File: config.mk
export PLATFORM = sky130hd
export DESIGN_NAME = uart_rx_byte
export DESIGN_NICKNAME = d
export VERILOG_FILES = /design/src/rtl/uart_rx_byte_pkg.sv /design/src/rtl/uart_rx_byte_tick.sv /design/src/rtl/uart_rx_byte.sv
export SDC_FILE = /design/constraint.sdc
export NUM_CORES = 1
export LEC_CHECK = 0
export CAP_MARGIN = 20
export CORE_MARGIN = 1
export CORE_UTILIZATION = 45
export CTS_BUF_LIST = sky130_fd_sc_hd__clkbuf_16
export CTS_CLUSTER_SIZE = 25
export DETAILED_ROUTE_END_ITERATION = 8
export PLACE_DENSITY = 0.61
export SYNTH_ARGS = -nofsm -noshare
export SYNTH_HDL_FRONTEND = slang
export SYNTH_SLANG_ARGS = --single-unit
File: constraint.sdc
create_clock -name iCLK -period 6.3 [get_ports iCLK]
set_input_delay 1.575 -clock iCLK [delete_from_list [all_inputs] [get_ports iCLK]]
set_output_delay 1.575 -clock iCLK [all_outputs]
set_load 0.01 [all_outputs]
File: src/rtl/uart_rx_byte_pkg.sv
// Shared UART definitions: FSM state encodings and baud divider helper.
// Intended for reuse by a future transmit block.
package uart_rx_byte_pkg;

    typedef enum logic [1:0] {
        ST_IDLE  = 2'd0,
        ST_START = 2'd1,
        ST_DATA  = 2'd2,
        ST_STOP  = 2'd3
    } uart_state_e;

    // Rounded CLK_HZ / (BAUD * OVERSAMPLE)
    function automatic int calc_tick_div(int clk_hz, int baud, int os);
        return (clk_hz + (baud * os) / 2) / (baud * os);
    endfunction

endpackage

File: src/rtl/uart_rx_byte_tick.sv
// Free-running mod-DIV counter emitting a 1-cycle tick on wrap.
module baud_tick_gen #(
    parameter int DIV = 27
) (
    input  logic iCLK,
    input  logic iRST,
    output logic oTICK
);

    localparam int W = (DIV > 1) ? $clog2(DIV) : 1;

    logic [W-1:0] cnt_q, cnt_d;
    logic         wrap;

    always_comb begin
        wrap  = (cnt_q == W'(DIV - 1));
        cnt_d = wrap ? '0 : cnt_q + 1'b1;
    end

    always_ff @(posedge iCLK or posedge iRST) begin
        if (iRST) cnt_q <= '0;
        else      cnt_q <= cnt_d;
    end

    assign oTICK = wrap;

endmodule

File: src/rtl/uart_rx_byte.sv
// 8N1 UART receiver with a one-byte holding register and valid/ready
// handshake; flags framing errors and overruns.
module uart_rx_byte
    import uart_rx_byte_pkg::*;
#(
    parameter int CLK_HZ     = 50_000_000,
    parameter int BAUD       = 115200,
    parameter int OVERSAMPLE = 16
) (
    input  logic       iCLK,
    input  logic       iRST,
    input  logic       iRXD,
    output logic [7:0] oDATA,
    output logic       oVALID,
    input  logic       iREADY,
    output logic       oFRAME_ERR,
    output logic       oOVERRUN,
    output logic       oBUSY
);

    localparam int TICK_DIV = calc_tick_div(CLK_HZ, BAUD, OVERSAMPLE);
    localparam int TW       = $clog2(OVERSAMPLE);
    localparam logic [TW-1:0] MID  = TW'(OVERSAMPLE / 2 - 1);
    localparam logic [TW-1:0] LAST = TW'(OVERSAMPLE - 1);

    logic        tick;
    logic [1:0]  sync_q;
    logic        rx_s;
    uart_state_e state_q, state_d;
    logic [TW-1:0] tcnt_q, tcnt_d;
    logic [2:0]  bidx_q, bidx_d;
    logic [7:0]  shift_q, shift_d;
    logic [7:0]  data_q, data_d;
    logic        valid_q, valid_d;
    logic        ferr_q, ferr_d;
    logic        ovr_q, ovr_d;
    logic        brk_q, brk_d;
    logic        complete;

    baud_tick_gen #(.DIV(TICK_DIV)) u_tick (
        .iCLK  (iCLK),
        .iRST  (iRST),
        .oTICK (tick)
    );

    assign rx_s = sync_q[1];

    always_comb begin
        state_d  = state_q;
        tcnt_d   = tcnt_q;
        bidx_d   = bidx_q;
        shift_d  = shift_q;
        brk_d    = brk_q;
        ferr_d   = 1'b0;
        complete = 1'b0;
        unique case (state_q)
            ST_IDLE: begin
                // After a break, wait for the line to go high again
                if (brk_q) begin
                    if (rx_s) brk_d = 1'b0;
                end else if (!rx_s) begin
                    state_d = ST_START;
                    tcnt_d  = '0;
                end
            end
            ST_START: begin
                if (tick) begin
                    if (tcnt_q == MID) begin
                        if (rx_s) begin
                            state_d = ST_IDLE;
                        end else begin
                            state_d = ST_DATA;
                            tcnt_d  = '0;
                            bidx_d  = '0;
                        end
                    end else begin
                        tcnt_d = tcnt_q + 1'b1;
                    end
                end
            end
            ST_DATA: begin
                if (tick) begin
                    if (tcnt_q == LAST) begin
                        tcnt_d  = '0;
                        shift_d = {rx_s, shift_q[7:1]};
                        bidx_d  = bidx_q + 3'd1;
                        if (bidx_q == 3'd7) state_d = ST_STOP;
                    end else begin
                        tcnt_d = tcnt_q + 1'b1;
                    end
                end
            end
            ST_STOP: begin
                if (tick) begin
                    if (tcnt_q == LAST) begin
                        state_d = ST_IDLE;
                        if (rx_s) begin
                            complete = 1'b1;
                        end else begin
                            ferr_d = 1'b1;
                            brk_d  = 1'b1;
                        end
                    end else begin
                        tcnt_d = tcnt_q + 1'b1;
                    end
                end
            end
            default: state_d = ST_IDLE;
        endcase
    end

    always_comb begin
        data_d  = data_q;
        valid_d = valid_q;
        ovr_d   = 1'b0;
        if (valid_q && iREADY) valid_d = 1'b0;
        if (complete) begin
            if (!valid_q || iREADY) begin
                data_d  = shift_q;
                valid_d = 1'b1;
            end else begin
                ovr_d = 1'b1;
            end
        end
    end

    always_ff @(posedge iCLK or posedge iRST) begin
        if (iRST) begin
            sync_q  <= 2'b11;
            state_q <= ST_IDLE;
            tcnt_q  <= '0;
            bidx_q  <= '0;
            shift_q <= '0;
            data_q  <= '0;
            valid_q <= 1'b0;
            ferr_q  <= 1'b0;
            ovr_q   <= 1'b0;
            brk_q   <= 1'b0;
        end else begin
            sync_q  <= {sync_q[0], iRXD};
            state_q <= state_d;
            tcnt_q  <= tcnt_d;
            bidx_q  <= bidx_d;
            shift_q <= shift_d;
            data_q  <= data_d;
            valid_q <= valid_d;
            ferr_q  <= ferr_d;
            ovr_q   <= ovr_d;
            brk_q   <= brk_d;
        end
    end

    assign oDATA      = data_q;
    assign oVALID     = valid_q;
    assign oFRAME_ERR = ferr_q;
    assign oOVERRUN   = ovr_q;
    assign oBUSY      = (state_q != ST_IDLE);

endmodule

==> results by group, run 1 <==
Outcome
  • Status: finished, final reports clean

STA
  • Worst-margin pin slew: 0.656 ns
  • Max-slew headroom: 0.560
  • Fin Setup TNS: 0 ns
  • Final Max Tran Viols: 0
  • Final setup fails: 0
  • Clock Skew: 0.00408 ns
  • Setup repair after global routing missed its margin: false
  • Final Hold Fails: 0
  • Fmax: 296 MHz
  • Fin crit period: 3.37 ns
  • Final worst-path cycle share: 0.536
  • Hold_ws: 0.357 ns

Layout
  • Fill cell count: 300
  • Share of post-route cells with drive strength above 1: 0.204
  • Nets: 165
  • Area growth, synth to finish: 19.6%
  • Area of the multi-input gates: 712 sq um
  • Final instance area: 1990 sq um
  • Reg area: 903 sq um
  • Number of diodes: 0
  • Final core occ: 0.578
  • Final Non-Filler Cells: 203

Critical path
  • Critical path class: register to output port
  • Reg2Reg Depth: 6
  • Setup crit end: oBUSY
  • Startpoint Class: register
  • Crit Path Max Fanout: 15
  • Crit path launch: state_q[0]$_DFFE_PP0P_
  • Reg-to-reg endpoint: oDATA[0]$_DFFE_PP0P_
  • WP data arrival: 1.80 ns
  • Worst R2R Setup Slack: 3.93 ns
  • Reg-to-reg critical path startpoint: u_tick.cnt_q[0]$_DFF_PP0_
  • Setup crit end kind: output port
  • Crit path required time: 4.72 ns

Global route
  • Initial antenna violation count: 0
  • Global-route usage over all layers: 0.168
  • First-pass GRT wire length: 5.09 mm
  • Vias in the first global route: 1150
  • Global route overflow: 0
  • Largest net degree at the start of global routing: 37

Clock tree
  • Clock sinks: 36
  • CTS tree: built
  • Hold Buf Count CTS: 0
  • Post-CTS setup repair buffer count: 0
  • Total CTS buffers: 5
  • CTS resizes: 0
  • H-tree level count: 2
  • CTS Buffer Depth: 2
  • CTS Root Cell: clkbuf_16
  • Worst-path clk slew: 0.05 ns
  • Clk_lat worst skew: 0.28 ns

Placement
  • I/O Buffers: 15
  • Post-DP Area: 1850 sq um
  • GPL Wtd Cong: 0.794
  • Placed insts: 195
  • Hpwl dp: 1.97 mm

Routing
  • Antenna Violating Nets Remaining: 0
  • First-pass detailed-route iteration total: 4
  • DRC Markers: 0
  • Wire per inst: 14.0 microns
  • Detailed Route Iter0 Violations: 64
  • Vias per cell: 5.52
  • WL final: 2.85 mm
  • Via count: 1121

Yosys
  • FF+latch count, synth: 36
  • Synth area leaders: dfrtp_1 51%, mux2_2 12%, ha_1 3.8%, dfstp_2 3.2%, nor2_1 2.7%
  • Post-synth EDFFs: 0
  • Syn Std Cell Area: 1660 sq um
  • Main synth FF type: dfrtp_1
  • Most common cell in the netlist: dfrtp_1
  • Yosys warning total: 0
  • Largest area contributor in the netlist: dfrtp_1
  • Post-Syn Instances: 138
  • Seq/Total Area, Yosys: 0.543
  • Top cells by count, synth: 34 x dfrtp_1, 17 x mux2_2, 12 x nor2_1
  • Synth unique cells: 40
  • FFs w/ async S/R, synth: 1.00
  • Syn_area_per_cell: 12.0 sq um
  • Synthesized Nets: 147
  • Post-synth top area share: 0.512

Floorplan
  • Core box area: 3440 sq um
  • I/O pin cnt: 16
  • DIE AREA: 3940 sq um
  • FP Rows: 21
  • Die H: 62.8 microns
  • Die X: 62.8 microns
  • Initial Utilization: 0.483

Pwr
  • Peak VDD IR: 0.147 mV
  • Leak Pwr: 0.000873 uW
  • Power per cell area: 238 nW/um^2

Worst hold path
  • Hold Crit Class: register to register

Run
  • Max-cap violations: 0
-- cell families after synthesis --
logic type / count (synthesis) / share of synthesized area
AND/OR/NAND/NOR: 40 / 0.142
flip-flops: 36 / 0.543
AO/OA/AOI/OAI: 25 / 0.105
multiplexers: 19 / 0.127
buffers and inverters: 10 / 0.0286
adder cells (fa/ha/maj): 5 / 0.0376
XOR/XNOR: 3 / 0.0158
-- final cells by class --
class | count | area share
sequential | 36 | 0.454
multi-input combinational | 92 | 0.358
timing repair buffer | 16 | 0.0792
clock buffer | 5 | 0.0629
tap | 46 | 0.0289
inverter | 5 | 0.00943
clock inverter | 3 | 0.00755
-- flip-flops by register name (all words and copies together) (netlist names), named ones only --
register / count
oOVERRUN: 1
tcnt_q: 4
oVALID: 1
sync_q: 2
oDATA: 8
u_tick.cnt_q: 5
state_q: 1
bidx_q: 3
shift_q: 8
oFRAME_ERR: 1
brk_q: 1
-- metal layers --
metal | vias up | track usage | share of wire
met5 | - | 0 | 0
met1 | 558 | 0.203 | 0.46
met4 | 0 | 0.0727 | 0.016
met3 | 6 | 0.0529 | 0.036
li1 | 538 | - | -
met2 | 19 | 0.274 | 0.49
-- power by group --
part	internal [uW]	leakage [uW]	total [uW]	switching [uW]
Clock	143	0.0000687	232	88.5
Combinational	2.69	0.000333	7.89	5.20
Sequential	233	0.000471	234	0.913
-- placed cells by master (no fill, tap or decap), types with 5 or more instances in the layout --
master,count
clkbuf_16,5
clkdlybuf4s50_1,15
dfrtp_1,34
ha_1,5
inv_1,6
mux2_2,17
nand2_1,9
nor2_1,12
o21ai_0,8
-- per-stage QoR --
stage | setup WS (ns) | total power (uW)
2_1_floorplan | 3.71 | 242
3_3_place_gp | 3.13 | 246
3_5_place_dp | 3.10 | 246
4_1_cts | 2.94 | 478
5_1_grt | 2.82 | 489
6_report | 2.93 | 473
-- how the worst min path moves through the flow --
stage                         from                   to  slack [ns]  depth (start not counted)
2_1_floorplan  sync_q[0]$_DFF_PP1_  sync_q[1]$_DFF_PP1_        0.35                          0
3_3_place_gp   sync_q[0]$_DFF_PP1_  sync_q[1]$_DFF_PP1_        0.35                          0
3_5_place_dp   sync_q[0]$_DFF_PP1_  sync_q[1]$_DFF_PP1_        0.35                          0
4_1_cts        sync_q[0]$_DFF_PP1_  sync_q[1]$_DFF_PP1_        0.36                          0
5_1_grt        sync_q[0]$_DFF_PP1_  sync_q[1]$_DFF_PP1_        0.36                          0
6_report       sync_q[0]$_DFF_PP1_  sync_q[1]$_DFF_PP1_        0.36                          0
-- critical path, stage by stage, from the launching register on --
cell,delay (ns)
dfrtp_1,0.62
nor2_1,0.19
inv_1,0.16
clkdlybuf4s50_1,0.55
No activity file was read; power rests on OpenSTA's default activity.
==> inputs of run 2 (changes only) <==
Settings changed: PLACE_DENSITY 0.61 to 0.64.
Clock period 6.3 ns to 2.75 ns, I/O delays scaled along.
==> results by group, run 2 (same netlist as run 1, synthesis figures left out) <==
Routing
  • Vias per cell: 5.45 (was 5.52)
  • First-pass detailed-route iteration total: 4 (unchanged)
  • Via count: 1129 (was 1121)
  • Detailed Route Iter0 Violations: 66 (was 64)
  • Antenna Violating Nets Remaining: 0 (unchanged)
  • WL final: 3.06 mm (was 2.85 mm)
  • Wire per inst: 14.8 microns (was 14.0 microns)
  • DRC Markers: 0 (unchanged)

STA
  • Final setup fails: 0 (unchanged)
  • Max-slew headroom: 0.620 (was 0.560)
  • Worst-margin pin slew: 0.568 ns (was 0.656 ns)
  • Fin crit period: 2.46 ns
  • Final worst slack: 0.289 ns (was 2.93 ns)
  • Final Max Tran Viols: 0 (unchanged)
  • Final worst-path cycle share: 0.895
  • Final Hold Fails: 0 (unchanged)
  • Clock Skew: 0.00464 ns (was 0.00408 ns)
  • Fmax: 406 MHz
  • Fin Setup TNS: 0 ns (unchanged)
  • Setup repair after global routing missed its margin: false (unchanged)

Floorplan
  • Core box area: 3440 sq um (unchanged)
  • FP Rows: 21 (unchanged)
  • Initial Utilization: 0.483 (unchanged)
  • DIE AREA: 3940 sq um (unchanged)
  • Die X: 62.8 microns (unchanged)
  • Die H: 62.8 microns (unchanged)
  • I/O pin cnt: 16 (unchanged)

Critical path
  • Crit-path cells: nor2_1 -> inv_1 -> clkdlybuf4s50_1 (unchanged)
  • Startpoint Class: register (unchanged)
  • Crit-path slowest cell: dfrtp_1 (unchanged)
  • WP data arrival: 1.77 ns (was 1.80 ns)
  • Critical path class: register to output port (unchanged)
  • Crit Path Max Fanout: 13 (was 15)
  • Crit path required time: 2.06 ns (was 4.72 ns)
  • Setup crit end kind: output port (unchanged)
  • Critical path's largest stage delay: 0.51 ns (was 0.62 ns)

Layout
  • Share of post-route cells with drive strength above 1: 0.230 (was 0.204)
  • Nets: 169 (was 165)
  • Final core occ: 0.594 (was 0.578)
  • Most frequent cells in the layout: 34 x dfrtp_1, 17 x mux2_2, 15 x clkdlybuf4s50_1, 12 x nor2_1, 9 x nand2_1 (unchanged)
  • Most common cell after layout, fill and taps aside: dfrtp_1 (unchanged)
  • Area growth, synth to finish: 22.9% (was 19.6%)
  • Number of diodes: 0 (unchanged)

Clock tree
  • Clk_lat worst skew: 0.28 ns (about the same)
  • CTS tree: built (unchanged)
  • Clock sinks: 36 (unchanged)
  • Total CTS buffers: 5 (unchanged)
  • CTS resizes: 0 (unchanged)
  • CTS Root Cell: clkbuf_16 (unchanged)
  • Hold Buf Count CTS: 0 (unchanged)
  • Post-CTS setup repair buffer count: 0 (unchanged)
  • H-tree level count: 2 (unchanged)
  • CTS Buffer Depth: 2 (unchanged)
  • Worst-path clk slew: 0.05 ns (about the same)

Placement
  • GPL Wtd Cong: 0.885 (was 0.794)
  • I/O Buffers: 15 (unchanged)
  • Pre-CTS setup slack: 0.412 ns (was 3.10 ns)
  • Hpwl dp: 2.15 mm (was 1.97 mm)

Run
  • Max-cap violations: 0 (unchanged)

Global route
  • Global route overflow: 0 (unchanged)
  • Initial antenna violation count: 0 (unchanged)
  • Global-route usage over all layers: 0.178 (was 0.168)
  • First-pass GRT wire length: 5.30 mm (was 5.09 mm)
  • Largest net degree at the start of global routing: 22 (was 37)
  • Vias in the first global route: 1125 (was 1150)

Pwr
  • Peak VDD IR: 0.395 mV (was 0.147 mV)
  • Leak Pwr: 0.000909 uW (was 0.000873 uW)
  • Power per cell area: 576 nW/um^2 (was 238 nW/um^2)

Worst hold path
  • Hold Crit Class: register to register (unchanged)

Outcome
  • Status: finished, final reports clean (unchanged)
[run 2: cell count changes in the layout (fill, tap and decap cells not counted)]
cell        delta
buf_4          +4
clkinvlp_4     -1
clkinv_2       +1
bufinv_16      +1
clkinv_1       -1
[run 2: through the flow]
| stage | total power, uW | hold WS (ns) | area, sq um | instances |
|---|---|---|---|---|
| final | 1180 | 0.356 | 2040 | 207 |
| after CTS | 1190 | 0.357 | 2040 | 207 |
| after detailed placement | 564 | 0.349 | 1880 | 199 |
| after global routing | 1220 | 0.360 | 2040 | 207 |
| after global placement | 564 | 0.346 | 1880 | 199 |
| after floorplan | 554 | 0.345 | 1660 | 138 |
[run 2: cell type report]
| type | instances | area [sq um] |
|---|---|---|
| clock buffers | 5 | 125 |
| clock inverters | 3 | 38.8 |
| fillers | 292 | 1400 |
| inverters | 5 | 18.8 |
| multi-input cells | 92 | 712 |
| flip-flops and latches | 36 | 903 |
| well taps | 46 | 57.6 |
| repair buffers | 20 | 188 |
[run 2: where the power goes]
group	switching, uW	internal [uW]
combinational	12.7	7.14
clock	200	422
sequential	1.84	533
[run 2: layer usage]
metal  vias up  global-route usage  share of wire
met5         -                   0              0
met4         0              0.0872          0.021
met3         8              0.0456          0.039
met2        23               0.281           0.50
met1       556               0.225           0.44
li1        542                   -              -
[run 2: worst paths after layout]
kind                                                start                     end  cells after the start  slack (ns)
worst min-delay path                  sync_q[0]$_DFF_PP1_     sync_q[1]$_DFF_PP1_                      0        0.36
worst max-delay path                             register                   oBUSY                      3        0.29
worst min register to register        sync_q[0]$_DFF_PP1_     sync_q[1]$_DFF_PP1_                      0        0.36
min in group asynchronous                            iRST  shift_q[6]$_DFFE_PP0P_                      3        0.73
max in group asynchronous                            iRST     sync_q[0]$_DFF_PP1_                      3        1.71
worst max register to register  u_tick.cnt_q[0]$_DFF_PP0_    oDATA[6]$_DFFE_PP0P_                      6        0.59
[run 2: critical path, delay by kind of cell (launching register included)]
kind          cells  cell delay [ns]
buf+inv           2             0.66
flops             1             0.51
simple gates      1             0.33
==> inputs of run 3 (changes only) <==
Settings changed: CORE_ASPECT_RATIO from default to 1.2.
==> results by group, run 3 (same netlist as run 1, synthesis figures left out) <==
STA
  • Clock Skew: 0.00477 ns (was 0.00464 ns)
  • Fmax: 415 MHz (was 406 MHz)
  • Final worst-path cycle share: 0.876 (was 0.895)
  • Final setup fails: 0 (unchanged)
  • Final Hold Fails: 0 (unchanged)
  • Setup repair after global routing missed its margin: false (unchanged)
  • Worst-margin pin slew: 0.593 ns (was 0.568 ns)
  • Final Max Tran Viols: 0 (unchanged)
  • Fin crit period: 2.41 ns (was 2.46 ns)
  • Max-slew headroom: 0.601 (was 0.620)
  • Fin Setup TNS: 0 ns (unchanged)

Layout
  • Most frequent cells in the layout: 34 x dfrtp_1, 17 x mux2_2, 15 x clkdlybuf4s50_1, 12 x nor2_1, 9 x nand2_1 (unchanged)
  • Share of post-route cells with drive strength above 1: 0.213 (was 0.230)
  • Final Non-Filler Cells: 197 (was 207)
  • Area growth, synth to finish: 20.1% (was 22.9%)
  • Nets: 168 (was 169)
  • Number of diodes: 0 (unchanged)
  • Most common cell after layout, fill and taps aside: dfrtp_1 (unchanged)

Outcome
  • Failing checks: design-rule violations
  • Status: finished, violations left (was finished, final reports clean)

Critical path
  • Crit Path Max Fanout: 13 (unchanged)
  • Reg-to-reg endpoint: oDATA[1]$_DFFE_PP0P_ (was oDATA[6]$_DFFE_PP0P_)
  • Setup crit end: oBUSY (unchanged)
  • WP data arrival: 1.72 ns (was 1.77 ns)
  • Setup crit end kind: output port (unchanged)
  • Reg2Reg Depth: 6 (unchanged)
  • Startpoint Class: register (unchanged)
  • Crit-path cells: nor2_1 -> inv_1 -> clkdlybuf4s50_1 (unchanged)
  • Worst R2R Setup Slack: 0.62 ns (was 0.59 ns)
  • Crit path required time: 2.06 ns (about the same)
  • Reg-to-reg critical path startpoint: u_tick.cnt_q[0]$_DFF_PP0_ (unchanged)
  • Crit-path slowest cell: dfrtp_1 (unchanged)
  • Critical path's largest stage delay: 0.51 ns (about the same)
  • Critical path class: register to output port (unchanged)

Pwr
  • Leak Pwr: 0.000889 uW (was 0.000909 uW)
  • Combinational power share: 0.017 (about the same)
  • Flop pwr share: 0.501 (was 0.455)
  • Power per cell area: 535 nW/um^2 (was 576 nW/um^2)
  • Clock power frac: 0.482 (was 0.529)
  • Peak VDD IR: 0.499 mV (was 0.395 mV)
  • Internal: 864 uW (was 962 uW)
  • Sw frac: 0.191 (was 0.182)
  • NetSw: 204 uW (was 215 uW)

Global route
  • First-pass GRT wire length: 5.28 mm (was 5.30 mm)
  • Vias in the first global route: 1136 (was 1125)
  • Initial antenna violation count: 0 (unchanged)
  • Largest net degree at the start of global routing: 37 (was 22)
  • Global route overflow: 0 (unchanged)
  • Global-route usage over all layers: 0.182 (was 0.178)

Floorplan
  • Die X: 57.5 microns (was 62.8 microns)
  • I/O pin cnt: 16 (unchanged)
  • Initial Utilization: 0.486 (was 0.483)
  • Core box area: 3420 sq um (was 3440 sq um)
  • DIE AREA: 3940 sq um (about the same)
  • FP Rows: 23 (was 21)
  • Die H: 68.6 microns (was 62.8 microns)

Clock tree
  • H-tree level count: 2 (unchanged)
  • CTS tree: built (unchanged)
  • CTS resizes: 0 (unchanged)
  • Clock sinks: 36 (unchanged)
  • Post-CTS setup repair buffer count: 0 (unchanged)
  • CTS Buffer Depth: 2 (unchanged)
  • Worst-path clk slew: 0.05 ns (about the same)
  • Total CTS buffers: 5 (unchanged)
  • Clk_lat worst skew: 0.27 ns (was 0.28 ns)
  • CTS Root Cell: clkbuf_16 (unchanged)
  • Hold Buf Count CTS: 0 (unchanged)

Routing
  • Detailed Route Iter0 Violations: 29 (was 66)
  • DRC Markers: 1 (was 0)
  • Via count: 1134 (was 1129)
  • WL final: 2.92 mm (was 3.06 mm)
  • Vias per cell: 5.76 (was 5.45)
  • First-pass detailed-route iteration total: 6 (was 4)
  • Antenna Violating Nets Remaining: 0 (unchanged)
  • Wire per inst: 14.8 microns (about the same)

Placement
  • Placed insts: 189 (was 199)
  • Hpwl dp: 2.06 mm (was 2.15 mm)
  • I/O Buffers: 15 (unchanged)
  • GPL Wtd Cong: 0.826 (was 0.885)

Worst hold path
  • Hold Crit Class: register to register (unchanged)

Run
  • Max-cap violations: 0 (unchanged)
run 3: changes by cell type in the layout (fill, tap and decap cells not counted):
| cell | change |
|---|---|
| clkinv_1 | +2 |
| clkinv_2 | -1 |
| buf_4 | -1 |
| bufinv_16 | -1 |
run 3: through the flow:
stage | setup WS, ns | hold WS, ns | util | total power (uW) | area (sq um)
2_1_floorplan | 0.765 | 0.345 | - | 554 | 1660
3_3_place_gp | 0.442 | 0.349 | 0.543 | 563 | 1860
3_5_place_dp | 0.427 | 0.348 | 0.543 | 563 | 1860
4_1_cts | 0.336 | 0.355 | 0.583 | 1080 | 2000
5_1_grt | 0.245 | 0.360 | 0.583 | 1110 | 2000
6_report | 0.340 | 0.354 | 0.583 | 1070 | 2000
run 3: layer usage:
| metal | wire length [microns] | up-vias | track usage |
|---|---|---|---|
| met5 | 0 | - | 0 |
| met4 | 63 | 0 | 0.101 |
| met3 | 142 | 7 | 0.0578 |
| met2 | 1430 | 25 | 0.291 |
| met1 | 1290 | 560 | 0.218 |
| li1 | - | 542 | - |
run 3: worst min path at each step:
stage,from,end,slack (ns),depth (start not counted)
floorplan,sync_q[0]$_DFF_PP1_,sync_q[1]$_DFF_PP1_,0.35,0
global placement,sync_q[0]$_DFF_PP1_,sync_q[1]$_DFF_PP1_,0.35,0
detailed placement,sync_q[0]$_DFF_PP1_,sync_q[1]$_DFF_PP1_,0.35,0
CTS,sync_q[0]$_DFF_PP1_,sync_q[1]$_DFF_PP1_,0.36,0
global route,sync_q[0]$_DFF_PP1_,sync_q[1]$_DFF_PP1_,0.36,0
finish,sync_q[0]$_DFF_PP1_,sync_q[1]$_DFF_PP1_,0.35,0
run 3: final cells by class:
type,count,area [sq um]
flip-flops and latches,36,903
multi-input cells,92,712
clock buffers,5,125
fillers,290,1430
inverters,5,18.8
repair buffers,19,180
well taps,37,46.3
clock inverters,3,11.3
run 3: critical path: cells and delay by family, from the launching register on:
family	cells	cell delay (ns)
DFF	1	0.51
and+or+nand+nor	1	0.30
buffers and inverters	2	0.64
run 3: power by group through the flow:
| stage | registers (uW) | logic, uW | clock network, uW |
|---|---|---|---|
| after floorplan | 543 | 10.7 | 0 |
| after global routing | 535 | 22.0 | 554 |
| after detailed placement | 544 | 19.0 | 0 |
| final | 535 | 18.1 | 515 |
| after CTS | 535 | 19.2 | 529 |
| after global placement | 544 | 18.7 | 0 |
